## src/rtl/if_stage_pkg.sv

```systemverilog
// Shared pipeline definitions: reset/NOP defaults, PC increment and the
// next-PC select encoding used by the fetch stage and hazard/branch logic.
package if_stage_pkg;

  localparam logic [31:0] DEFAULT_RESET_PC  = 32'h0000_0000;
  localparam logic [31:0] DEFAULT_NOP_INSTR = 32'h0000_0000;
  localparam logic [31:0] PC_INCR           = 32'd4;

  typedef enum logic [1:0] {
    SEL_SEQ    = 2'd0,
    SEL_JUMP   = 2'd1,
    SEL_BRANCH = 2'd2,
    SEL_HOLD   = 2'd3
  } pc_sel_e;

  // Sequential successor of a PC; the add wraps modulo 2^32.
  function automatic logic [31:0] pc_plus_incr(input logic [31:0] pc);
    return pc + PC_INCR;
  endfunction

endpackage

```

## src/rtl/if_stage_ifid_register.sv

```systemverilog
// IF/ID pipeline register: instruction, PC+4 and valid flag with reset,
// squash (overrides the write enable), write enable and flush.
module ifid_register
  import if_stage_pkg::*;
#(
  parameter logic [31:0] NOP_INSTR = DEFAULT_NOP_INSTR
) (
  input  logic        clk,
  input  logic        reset,
  input  logic        squash,
  input  logic        write_enable,
  input  logic        flush,
  input  logic [31:0] instr_in,
  input  logic [31:0] pc_in,
  output logic [31:0] instr,
  output logic [31:0] pc,
  output logic        valid
);

  logic [31:0] instr_r;
  logic [31:0] pc_r;
  logic        valid_r;

  // Priority update: reset, squash from a taken branch, stall hold, flush, load.
  always_ff @(posedge clk) begin
    if (reset) begin
      instr_r <= NOP_INSTR;
      pc_r    <= 32'h0000_0000;
      valid_r <= 1'b0;
    end else if (squash) begin
      instr_r <= NOP_INSTR;
      pc_r    <= 32'h0000_0000;
      valid_r <= 1'b0;
    end else if (!write_enable) begin
      instr_r <= instr_r;
      pc_r    <= pc_r;
      valid_r <= valid_r;
    end else if (flush) begin
      instr_r <= NOP_INSTR;
      pc_r    <= 32'h0000_0000;
      valid_r <= 1'b0;
    end else begin
      instr_r <= instr_in;
      pc_r    <= pc_in;
      valid_r <= 1'b1;
    end
  end

  assign instr = instr_r;
  assign pc    = pc_r;
  assign valid = valid_r;

endmodule

```

## src/rtl/if_stage.sv

```systemverilog
// Instruction-fetch stage: PC register, priority next-PC mux and the IF/ID
// pipeline register feeding decode.
module if_stage
  import if_stage_pkg::*;
#(
  parameter logic [31:0] RESET_PC  = DEFAULT_RESET_PC,
  parameter logic [31:0] NOP_INSTR = DEFAULT_NOP_INSTR
) (
  input  logic        Clock,
  input  logic        Reset,
  input  logic        PC_WriteEnable,
  input  logic        IFID_WriteEnable,
  input  logic        IFID_Flush,
  input  logic        Jump,
  input  logic [31:0] JumpDest,
  input  logic        BranchTaken,
  input  logic [31:0] BranchDest,
  output logic [31:0] IM_Address,
  input  logic [31:0] IM_Data,
  output logic [31:0] PC_Out,
  output logic [31:0] IFID_Instruction,
  output logic [31:0] IFID_PC,
  output logic        IFID_Valid
);

  logic [31:0] pc_r;
  logic [31:0] pc_seq_s;
  logic [31:0] pc_next_s;
  pc_sel_e     pc_sel_s;

  assign pc_seq_s = pc_plus_incr(pc_r);

  // Next-PC source select: an older taken branch beats the stall, the stall beats a jump.
  always_comb begin
    pc_sel_s = SEL_SEQ;
    if (BranchTaken) begin
      pc_sel_s = SEL_BRANCH;
    end else if (!PC_WriteEnable) begin
      pc_sel_s = SEL_HOLD;
    end else if (Jump) begin
      pc_sel_s = SEL_JUMP;
    end else begin
      pc_sel_s = SEL_SEQ;
    end
  end

  // Next-PC mux driven by the select encoding; targets pass through unaligned.
  always_comb begin
    pc_next_s = pc_seq_s;
    case (pc_sel_s)
      SEL_SEQ:    pc_next_s = pc_seq_s;
      SEL_JUMP:   pc_next_s = JumpDest;
      SEL_BRANCH: pc_next_s = BranchDest;
      SEL_HOLD:   pc_next_s = pc_r;
      default:    pc_next_s = pc_r;
    endcase
  end

  // PC register with synchronous reset to the boot address.
  always_ff @(posedge Clock) begin
    if (Reset) begin
      pc_r <= RESET_PC;
    end else begin
      pc_r <= pc_next_s;
    end
  end

  assign IM_Address = pc_r;
  assign PC_Out     = pc_r;

  ifid_register #(
    .NOP_INSTR (NOP_INSTR)
  ) u_ifid (
    .clk          (Clock),
    .reset        (Reset),
    .squash       (BranchTaken),
    .write_enable (IFID_WriteEnable),
    .flush        (IFID_Flush),
    .instr_in     (IM_Data),
    .pc_in        (pc_seq_s),
    .instr        (IFID_Instruction),
    .pc           (IFID_PC),
    .valid        (IFID_Valid)
  );

endmodule

```

## config.mk

```make
export PLATFORM = sky130hd
export DESIGN_NAME = if_stage
export DESIGN_NICKNAME = d
export VERILOG_FILES = /design/src/rtl/if_stage_pkg.sv /design/src/rtl/if_stage_ifid_register.sv /design/src/rtl/if_stage.sv
export SDC_FILE = /design/constraint.sdc
export NUM_CORES = 1
export LEC_CHECK = 0
export ABC_AREA = 1
export CAP_MARGIN = 20
export CORE_MARGIN = 3
export CORE_UTILIZATION = 30
export DETAILED_ROUTE_END_ITERATION = 8
export DONT_BUFFER_PORTS = 1
export PLACE_DENSITY = 0.53
export SYNTH_ARGS = -nofsm -noshare
export SYNTH_HDL_FRONTEND = slang
export SYNTH_HIERARCHICAL = 1
export SYNTH_SLANG_ARGS = --single-unit
export TNS_END_PERCENT = 30
```

## constraint.sdc

```tcl
create_clock -name Clock -period 2.7 [get_ports Clock]
set_clock_uncertainty 0.2 [all_clocks]
set_input_delay 0.675 -clock Clock [delete_from_list [all_inputs] [get_ports Clock]]
set_output_delay 0.675 -clock Clock [all_outputs]
set_load 0.01 [all_outputs]
```

==> metrics <==
final setup fails=0; critical setup path kind=reg -> reg; cts hold-fix bufs=0; Synth Register Bits=97; PD cells=600 nW/um2; Post-CTS Resized=0; part of the cycle the worst path needs=0.778; Max Slew Vio Count=0; row cnt=a little under 50; most frequent CP cell=nand2_1; Detailed Route WL=17.8 mm; critical path cell sequence=ha_1, nand2_1, nor2_4, nand2_4, nor2_4, nand2_1, nand2_1, nand3_1, nand2_1, a21oi_1; post-route setup TNS=0 ns; post-layout power=3520 uW; run status=finished clean; CTS tree=yes; Area growth, synth to finish=5.54%; DIE WIDTH=142 um; antenna cells=0; Min-Delay Path Class=in -> reg; min cycle time layout=2.10 ns; Crit Path Max Fanout=5; reg2reg path depth=10; gr usage total=0.173; Seq/Total Area, Yosys=0.350; DR WL met3=1.94 mm; Final Net Count=811; post-synthesis cell area=5550 um2; synthesized area per cell=7.38 um2; Initial Util=0.307; endpoints failing hold=0; crit start category=register; Hold Path Stages=1; routed wl met2=8.02 mm; die height=142 um; Skew-Pair Late Insertion Delay=about 0.35 ns; pin count of the biggest net entering global routing=67; Synth Warn #=6; Syn Nets=860; CTS HTree Levels=3; clk slew on worst S/H paths=0.08 ns; DRT antenna net count=0; max-cap violation count=0; RSZ-0062 raised after global routing=false; GP Congestion=0.879; Synth cell types=29; arrival time at the worst endpoint=2.15 ns; CTS max path bufs=2; Required @ worst endpoint=between 2 and 3 ns; met1 WL=7.57 mm; Boundary Pins=232; Max Used Layer=met5; Worst setup EP type=register; # DRC=0; Post-Layout Cell Count=938; Slew HR=0.668; CP max-delay cell=dfxtp_1; CTS Sinks=97; Slew @ Worst Pin=0.498 ns; postcts setup bufs=0; global route overflow=0; drt first pass iters=4; full die area=20200 um2; Vias=4753; final hold slack=approximately 0.18 ns; Detail Placement HPWL=13.3 mm; WL per Instance=19.0 um; core area=18100 um2; initial antenna violation count=1; Root Driver=clkbuf_16; slowest stage delay, CP=0.52 ns; total clock buffers created by CTS=9; Post-Synthesis Cells=approximately 750; leakage=between 0.002 and 0.0025 uW; Vias/cell=5.07; Detailed Route Iter0 Violations=231; maximum vdd drop=~290 uV; Inst Count DP=922; Port Buffers=0; Peak Freq=476 MHz; vias in the first global route=approximately 4600; layout cell share with drive strength beyond 1=0.169; first-pass GRT wire length=about 27 mm
-- cell usage after synthesis, drive strengths merged --
| library cell | instances | area, um2 |
|---|---|---|
| or2 | 1 | 6.26 |
| nand3 | 88 | 440 |
| buf | 63 | 449 |
| and2 | 2 | 12.5 |
| nand3b | 2 | 15.0 |
| o21ai | 33 | 165 |
| clkbuf | 20 | 75.1 |
| a221o | 1 | 10.0 |
| a21oi | 110 | 738 |
| xnor2 | 4 | 35.0 |
| a22o | 28 | 245 |
| dfxtp | 97 | 1940 |
| nand2 | 197 | 762 |
| nor2 | 43 | 253 |
| a31o | 2 | 17.5 |
| ha | 4 | 50.1 |
| inv | 46 | 173 |
| a221oi | 1 | 8.76 |
| xor2 | 11 | 156 |
-- flip-flops by register name, summed over array words and instances (netlist names) --
signal,flops
u_ifid/instr,32
IM_Address,32
u_ifid/valid,1
u_ifid/pc,32
-- per-stage QoR --
stage                      util  area [um2]  worst slack [ns]
after floorplan               -        5550             0.166
after global placement    0.306        5540             0.406
after detailed placement  0.306        5540             0.387
after CTS                 0.324        5860             0.598
after global routing      0.324        5860             0.481
final                     0.324        5860             0.601
-- worst max-delay path, delay by kind of cell, from the launching register on --
kind                       cells  cell delay (ns)
adders and majority gates      1             0.26
DFF                            1             0.52
and+or+nand+nor                8             0.96
AOI/OAI and AO/OA              1             0.05
-- logic make-up (layout without fill, tap and decap cells) --
logic type               after synthesis  after routing  synth area share
flip-flops                            97             97             0.350
AO/OA/AOI/OAI                        175            175             0.213
buffers and inverters                129             85             0.125
adder cells (fa/ha/maj)                4              4           0.00901
XOR/XNOR                              15             15            0.0345
AND/OR/NAND/NOR                      333            333             0.268
-- per-layer routing --
| layer | global-route usage | vias to the layer above |
|---|---|---|
| met5 | 0 | - |
| met4 | 0.0465 | 2 |
| met3 | 0.0716 | 18 |
| met2 | 0.274 | 187 |
| met1 | 0.218 | 2191 |
| li1 | - | 2355 |
-- cells in the final DEF (no fill, tap or decap), types with 4 or more instances in the layout --
cell type | netlist | layout
clkbuf_16 | 0 | 9
xnor2_1 | 4 | 4
nor2_4 | 9 | 9
a21oi_2 | 50 | 50
dfxtp_1 | 97 | 97
nand2_1 | 192 | 192
inv_1 | 46 | 44
nand3_1 | 88 | 88
ha_1 | 4 | 4
a22o_1 | 28 | 28
xor2_2 | 8 | 8
buf_12 | 0 | 4
o21ai_0 | 33 | 33
buf_4 | 39 | 19
nor2_1 | 30 | 30
a21oi_1 | 60 | 60
-- where the power goes --
part | internal (uW) | leakage (uW) | total [uW] | switching (uW)
registers | 1490 | 0.000790 | 1620 | 130
logic | 182 | 0.00115 | 505 | 323
clock network | 749 | 0.000157 | 1390 | 641
-- worst paths after layout --
path	start	endpoint	slack, ns
worst max register to register	IM_Address[2]	IM_Address[20]	0.60
worst min-delay path	Reset	IM_Address[25]	0.18
worst max-delay path	IM_Address[2]	IM_Address[20]	0.60
worst min register to register	u_ifid/instr[28]	u_ifid/instr[28]	0.31
-- cell type report --
| class | instances | area, um2 |
|---|---|---|
| inverters | 46 | 173 |
| repair buffers | 23 | 223 |
| fillers | 1947 | 12200 |
| well taps | 229 | 287 |
| clock inverters | 7 | 95.1 |
| clock buffers | 9 | 225 |
| multi-input cells | 527 | 2920 |
| flip-flops and latches | 97 | 1940 |
(Power assumes the default switching activity.)
